File: config.mk
export PLATFORM = sky130hd
export DESIGN_NAME = tt_um_counter_sched
export DESIGN_NICKNAME = d
export VERILOG_FILES = /design/src/rtl/tt_um_counter_sched.sv
export SDC_FILE = /design/constraint.sdc
export NUM_CORES = 1
export LEC_CHECK = 0
export BUFFER_PORTS_ARGS = -buffer_cell sky130_fd_sc_hd__buf_2
export CELL_PAD_IN_SITES_DETAIL_PLACEMENT = 2
export CELL_PAD_IN_SITES_GLOBAL_PLACEMENT = 2
export CORE_AREA = 2 2 81 83
export DETAILED_ROUTE_END_ITERATION = 7
export DIE_AREA = 0 0 83 85
export PLACE_DENSITY = 0.89
export SKIP_CTS_REPAIR_TIMING = 1
export SYNTH_ARGS = -nofsm -noshare
export SYNTH_HDL_FRONTEND = slang
export SYNTH_SLANG_ARGS = --single-unit
File: constraint.sdc
create_clock -name clk -period 2.4 [get_ports clk]
set_input_delay 0.36 -clock clk [delete_from_list [all_inputs] [get_ports clk]]
set_output_delay 0.36 -clock clk [all_outputs]
set_load 0.05 [all_outputs]
File: src/rtl/tt_um_counter_sched.sv
// rtl/tt_um_counter_sched.sv - command-driven sequencer for the 8-bit event counter tile
module tt_um_counter_sched (
    input  logic       clk,
    input  logic       rst_n,
    input  logic       ena,
    input  logic [7:0] ui_in,
    input  logic [7:0] uio_in,
    output logic [7:0] uo_out,
    output logic [7:0] uio_out,
    output logic [7:0] uio_oe
);

    typedef enum logic [1:0] {
        IDLE = 2'd0,
        RUN  = 2'd1,
        HOLD = 2'd2,
        DONE = 2'd3
    } state_t;

    localparam logic [2:0] OP_NOP            = 3'd0;
    localparam logic [2:0] OP_LOAD_LIMIT     = 3'd1;
    localparam logic [2:0] OP_START_ONESHOT  = 3'd2;
    localparam logic [2:0] OP_START_PERIODIC = 3'd3;
    localparam logic [2:0] OP_PAUSE          = 3'd4;
    localparam logic [2:0] OP_RESUME         = 3'd5;
    localparam logic [2:0] OP_STOP           = 3'd6;
    localparam logic [2:0] OP_SET_PRESCALE   = 3'd7;

    state_t     state;
    logic       mode;
    logic       done;
    logic [3:0] wrap_cnt;
    logic [7:0] count;
    logic [7:0] limit;
    logic [3:0] prescale;
    logic [3:0] pre_cnt;

    logic       stb_s1;
    logic       stb_s2;
    logic       stb_d;

    logic [2:0] opcode;
    logic       cmd_fire;
    logic       cmd_start;
    logic       cmd_stop;
    logic       cmd_pause;
    logic       run_step;
    logic       tick;

    // ena and the spare input bits carry no function in this tile
    logic       unused_inputs;
    assign unused_inputs = &{1'b0, ena, ui_in[6:4]};

    assign opcode    = ui_in[3:1];
    assign cmd_fire  = stb_s2 & ~stb_d;
    assign cmd_start = cmd_fire && ((opcode == OP_START_ONESHOT) || (opcode == OP_START_PERIODIC));
    assign cmd_stop  = cmd_fire && (opcode == OP_STOP);
    assign cmd_pause = cmd_fire && (opcode == OP_PAUSE);

    // START/STOP/PAUSE own the cycle they execute in, so the prescaler step is skipped then
    assign run_step  = (state == RUN) && !(cmd_start || cmd_stop || cmd_pause);
    assign tick      = (pre_cnt == prescale);

    // Strobe synchronizer plus delay flop; one command per rising edge of cmd_stb
    always_ff @(posedge clk or negedge rst_n) begin
        if (!rst_n) begin
            stb_s1 <= 1'b0;
            stb_s2 <= 1'b0;
            stb_d  <= 1'b0;
        end else begin
            stb_s1 <= ui_in[0];
            stb_s2 <= stb_s1;
            stb_d  <= stb_s2;
        end
    end

    // Sequencer FSM and counter datapath; command updates land after the tick so they win
    always_ff @(posedge clk or negedge rst_n) begin
        if (!rst_n) begin
            state    <= IDLE;
            mode     <= 1'b0;
            done     <= 1'b0;
            wrap_cnt <= 4'd0;
            count    <= 8'd0;
            limit    <= 8'hFF;
            prescale <= 4'd0;
            pre_cnt  <= 4'd0;
        end else begin
            if (run_step) begin
                if (tick) begin
                    pre_cnt <= 4'd0;
                    if (count != limit) begin
                        count <= count + 8'd1;
                    end else if (!mode) begin
                        done  <= 1'b1;
                        state <= DONE;
                    end else begin
                        count    <= 8'd0;
                        done     <= 1'b1;
                        wrap_cnt <= wrap_cnt + 4'd1;
                    end
                end else begin
                    pre_cnt <= pre_cnt + 4'd1;
                end
            end

            if (cmd_fire) begin
                case (opcode)
                    OP_LOAD_LIMIT: begin
                        limit <= uio_in;
                    end
                    OP_START_ONESHOT, OP_START_PERIODIC: begin
                        count    <= 8'd0;
                        pre_cnt  <= 4'd0;
                        mode     <= (opcode == OP_START_PERIODIC);
                        done     <= 1'b0;
                        wrap_cnt <= 4'd0;
                        state    <= RUN;
                    end
                    OP_PAUSE: begin
                        if (state == RUN) state <= HOLD;
                    end
                    OP_RESUME: begin
                        if (state == HOLD) state <= RUN;
                    end
                    OP_STOP: begin
                        count    <= 8'd0;
                        pre_cnt  <= 4'd0;
                        done     <= 1'b0;
                        wrap_cnt <= 4'd0;
                        state    <= IDLE;
                    end
                    OP_SET_PRESCALE: begin
                        prescale <= uio_in[3:0];
                    end
                    OP_NOP: begin
                    end
                    default: begin
                    end
                endcase
            end
        end
    end

    // Output view mux: count or status byte, selected live by ui_in[7]
    always_comb begin
        uo_out = count;
        if (ui_in[7]) uo_out = {state, mode, done, wrap_cnt};
    end

    assign uio_out = 8'h00;
    assign uio_oe  = 8'h00;

endmodule

# ---- After elaboration in Yosys (flattened, before gate mapping)
# Index checks and enable logic that the tools add are counted.
dict set report classes {
  n_addsub 3
  mul 0
  div 0
  order_cmp 0
  n_eq_ne 11
  shifts 0
  muxes 30
  bitwise_logic 2
  reduce_logical 13
}
# op n
set op_table {}
lappend op_table {{$mux 8} 7}
lappend op_table {{$mux 4} 10}
lappend op_table {{$mux 2} 7}
lappend op_table {{$eq 3x3->1 const B} 4}
lappend op_table {{$add 4x1->4 const B} 2}
lappend op_table {{$add 8x1->8 const B} 1}
lappend op_table {{$ne 8x8->1} 1}
lappend op_table {{$pmux 2 s4} 1}
lappend op_table {{$eq 3x2->1 const B} 2}
lappend op_table {{$reduce_and 2->1} 3}
lappend op_table {{$mux 1} 5}
lappend op_table {{$eq 4x4->1} 1}
lappend op_table {{$logic_and 1x1->1} 4}
lappend op_table {{$eq 3x1->1 const B} 1}
lappend op_table {{$logic_or 1x1->1} 3}
lappend op_table {{$reduce_or 3->1} 1}
lappend op_table {{$eq 2x1->1 const B} 1}
lappend op_table {{$eq 2x2->1 const B} 1}
lappend op_table {{$reduce_or 2->1} 1}
lappend op_table {{$and 1x1->1} 1}
lappend op_table {{$logic_not 1->1} 1}
lappend op_table {{$not 1->1} 1}
dict set report totals {
  ff_bits 35
  latch_bits 0
  ram_bits 0
  romBits 0
  mem_count 0
}

# ---- Longest topological paths before layout
dict set report depth {
  depth_word 11
  depth_mapped 6
  ltp_nobuf 6
}

# ---- Worst setup path after synthesis
# Ideal clock, no wire load.
dict set report synth_path {
  kind {input to register}
  start {input port ui_in[2]}
  end {register wrap_cnt[3]}
  t_arrival_ns 1.935
  setup_slack_ns 0.387
  stages 6
  path_buffers 1
  path_cell_list {buf_6 > or2_4 > a311oi_4 > nand4_4 > or4_1 > a21oi_1}
}
dict set report synth_between {
  elab_chain_len 10
  word_cells_on_any_way 16
}
# element line
set synth_rtl {}
lappend synth_rtl {{from (decl)} 6} ;# input logic [7:0] ui_in,
lappend synth_rtl {{$eq 3x2->1} {56, 108}}
lappend synth_rtl {{$logic_or 1x1->1} 56} ;# assign cmd_start = cmd_fire && ((opcode == OP_START_ONESHOT) || (opcode == OP_START_PERIODIC));
lappend synth_rtl {{$logic_and 1x1->1} 56}
lappend synth_rtl {{$logic_or 1x1->1 (2 in series)} 61} ;# assign run_step = (state == RUN) && !(cmd_start || cmd_stop || cmd_pause);
lappend synth_rtl {{$logic_not 1->1} 61}
lappend synth_rtl {{$logic_and 1x1->1} 61}
lappend synth_rtl {{$mux 4} 89} ;# if (run_step) begin
lappend synth_rtl {{$mux 4} 108} ;# case (opcode)
lappend synth_rtl {{$mux 4 *} 107} ;# if (cmd_fire) begin
lappend synth_rtl {{to (signal assigned)} 100} ;# wrap_cnt <= wrap_cnt + 4'd1;
lappend synth_rtl {{to (decl)} 32} ;# logic [3:0] wrap_cnt;
# Every way passes the cells marked *; elsewhere a longest branch is shown, timed or not.
# A chain may end at the register's enable or synchronous reset.

# ---- Final worst setup path
dict set report layout_path {
  start {register stb_s2}
  end {register count[2]}
}
dict set report layout_between {
  elab_chain_len 9
  word_cells_on_any_way 11
}
# element line
set layout_rtl {}
lappend layout_rtl {{from (decl)} 39} ;# logic stb_s2;
lappend layout_rtl {{from (signal assigned)} 72} ;# stb_s2 <= stb_s1;
lappend layout_rtl {{$and 1x1->1 *} 55} ;# assign cmd_fire = stb_s2 & ~stb_d;
lappend layout_rtl {{$logic_and 1x1->1 (on tied branches)} {56, 57}}
lappend layout_rtl {{$logic_or 1x1->1 (2 in series)} 61}
lappend layout_rtl {{$logic_not 1->1} 61}
lappend layout_rtl {{$logic_and 1x1->1} 61}
lappend layout_rtl {{$mux 8} 89}
lappend layout_rtl {{$mux 8} 108}
lappend layout_rtl {{$mux 8 *} 107}
lappend layout_rtl {{to (signal assigned)} 93} ;# count <= count + 8'd1;
lappend layout_rtl {{to (decl)} 33} ;# logic [7:0] count;
# Marked as above.

==> summary.md <==
| Metric | Value |
|---|---|
| Slowest library cell on the worst path | nor2b_1 |
| Commonest non-fill, non-tap cell in the layout | dfrtp_1 |
| Number of remaining DRC errors | 0 |
| Buffering stage count on the worst path with inverters included | 1 |
| Number of placed instances, taps included | 291 |
| Number of flip-flops and latches in the synthesized netlist | 35 |
| Fraction of registers with async set/reset | 1.00 |
| Final worst-path cycle share | 0.887 |
| Clock tree root driver cell | clkbuf_8 |
| Final core utilization | 0.373 |
| Depth of the critical timing path with buffers and inverters included | 6 |
| Category of the worst setup path capture point | register |
| Estimated wirelength of the detail-placed design | 4200 µm |
| Cell Count, Final, Fillers Out | 299 |
| Count of final setup violators | 0 |
| Sequential element share of the synthesized area | 0.434 |
| Full die area | 7060 µm² |
| Violation count after the first detailed-route iteration | 44 |
| Routed vias | 1,591 |
| Grt ovf | 0 |
| Final weighted congestion in routability-driven placement | 0.793 |
| Placeable core region | 6200 µm² |
| Setup total negative slack | 0 ns |
| Y dimension of the die | approximately 85 µm |
| Number of core rows | 29 |
| Startpoint-to-endpoint class of the critical path | reg -> reg |
| Antenna diode count | 0 |
| Global-route wire length before repair | 9340 µm |
| Startpoint of the lowest-slack register-to-register path | stb_s2 |
| Initial core utilization | 0.329 |
| RSZ-0062 raised after global routing | false |
| Maximum number of pins on one net before global-route repair | 36 |
| Syn Std Cell Area | 2040 µm² |
| Combined area of the multi-input logic cells | 1050 µm² |
| Max_slew headroom | 0.450 |
| Worst Setup Slack post-DPL | ~0.26 ns |
| Max Cap Viol | 0 |
| First-pass detailed-route iteration total | 4 |
| Max Fclk | 0.470 GHz |
| Share of cells above drive strength 1 | 0.324 |
| H-Tree Depth | 2 |
| Leading register cell type out of synthesis | dfrtp_1 |
| Maximum VDD drop | 358 µV |
| Number of port buffers | 22 |
| Cell type contributing the most total cell area after synthesis | dfrtp_1 |
| Detailed Route WL | around 5500 µm |
| Fin crit period | 2.13 ns |
| Largest stage delay on the critical path | 0.50 ns |
| Worst path setup slack after routing | between 0.2 and 0.3 ns |
| Synth top area cells | dfrtp_1, mux2_2, dfstp_2 |
| Clock tree from TritonCTS | built |
| Detail-routed net length per standard cell | around 18 µm |
| Yosys warning total | 0 |
| Vias/cell | between 5 and 6 |
| Clock insertion delay at the later pin of the skew report | between 0.2 and 0.3 ns |
| Worst EP arrival | approximately 2.3 ns |
| Least-Margin Pin Slew | 0.824 ns |
| Max-slew violations | 0 |
| Syn-to-layout area delta | 13.4% |
| P_leak | 1.02 nW |
| Number of top-level pins | 43 |
| Area taken by flip-flops and latches | 886 µm² |
| Width of the die | between 80 and 90 µm |
| Cell Chain, Critical Path | nor2b_1, a311o_1, nor2_1, buf_4, and4b_1, a311o_1 |
| Final-report hold violation count | 0 |
| Areal power density over the cells | 866 nW/µm² |
| Buffers from clock root to sink, at most | 2 |
| Result of the run | finished, final reports clean |
| Antenna violations before repair | 0 |
| Total of fill cells in the finished design | 684 |
| Critical path launch point | stb_s2 |
| Synth unique cells | 45 |
| Number of enable flip-flop cells after synthesis | 0 |
| Layout Skew | approximately 0.0050 ns |
| Reg2Reg Depth | 6 |
| Largest fanout on the critical path | 6 |
| Top cell type's share of synthesized area | 0.331 |
| Critical path launch point type | register |
| Synth Instances | 190 |
| CTS Buf Count | 5 |
| Via count of the first global-routing pass | 1,809 |
| Clk slew on worst S/H paths | 0.08 ns |
| Number of sinks driven by the clock tree | 35 |
| Avg Cell Area, Syn | about 11 µm² |
| Final ANT Viol Nets | 0 |
| HP Class | in -> async |
| Endpoint required time on the critical path | 2.57 ns |
| Most frequent cell on the critical path | a311o_1 |
| Most used cells in the layout excluding fill and tap cells | dfrtp_1, buf_2, mux2_2 |
| Cell type group with the largest total delay on the critical path | simple AND/OR/NAND/NOR gates |
| Total global routing track utilization | 0.170 |
| Post-layout net count | approximately 240 |
==> logic make-up (layout without fill, tap and decap cells) <==
family	count (synthesis)	in the layout	synth area share
adders and majority gates	3	3	0.0184
buffers and inverters	25	42	0.0803
xor gates and xnor gates	15	15	0.0643
other	1	16	0.00184
AOI/OAI and AO/OA	37	37	0.135
and+or+nand+nor	53	53	0.151
muxes	21	21	0.115
DFF	35	35	0.434
==> worst paths after layout <==
check / endpoint / slack, ns
worst max-delay path: count[2] / 0.27
worst min-delay path: count[6] / 0.16
worst max register to register: count[2] / 0.27
worst min register to register: stb_s2 / 0.36
max in group asynchronous: prescale[0] / 1.72
min in group clk: stb_s1 / 0.16
==> flip-flops by register name, indices dropped and copies added (netlist names), 2 cells and up <==
name and count:
count 8, limit 8, pre_cnt 4, prescale 4, wrap_cnt 4, state 2
==> routing by layer <==
layer,vias up,share of wire,wire length [µm],global-route usage
li1,725,-,-,-
met1,820,0.42,2350,0.202
met2,39,0.52,2880,0.307
met3,7,0.039,217,0.0331
met4,0,0.014,79,0.0626
met5,-,0,0,0
==> through the flow <==
step / hold slack (ns) / instance area (µm²) / power [mW]
after floorplan: 0.0644 / 2100 / 1.35
after global placement: 0.334 / 2220 / 1.49
after detailed placement: 0.349 / 2220 / 1.55
after CTS: 0.158 / 2310 / 2.03
after global routing: 0.157 / 2310 / 2.13
final: 0.157 / 2310 / 2.00
==> area by class of cell <==
cell class,instances,area share
multi-input combinational,145,0.453
sequential,35,0.383
timing repair buffer,30,0.0735
tap,77,0.0416
clock buffer,6,0.0357
clock inverter,2,0.00703
inverter,4,0.00649
==> cell usage after synthesis (2+ instances only) <==
master and number:
dfrtp_1 27, mux2_2 20, buf_4 16, nand2_1 13
a21oi_1 10, nor2_1 10, xor2_1 9, dfstp_2 8
nand3_1 7, o21ai_0 7, xnor2_1 6, a32o_1 5
inv_1 4, and3_1 3, ha_1 3, a22o_1 2
a311o_1 2, buf_2 2, clkbuf_1 2, nand2b_1 2
nand4_1 2, nor3_1 2, nor4_2 2, o31ai_1 2
o41ai_1 2, or3_1 2, or4_1 2
==> power breakdown <==
part	switching (mW)	internal, mW
Combinational	0.418	0.257
Clock	0.232	0.234
Sequential	0.139	0.725
Note: power is estimated with default switching activity, not from simulation.
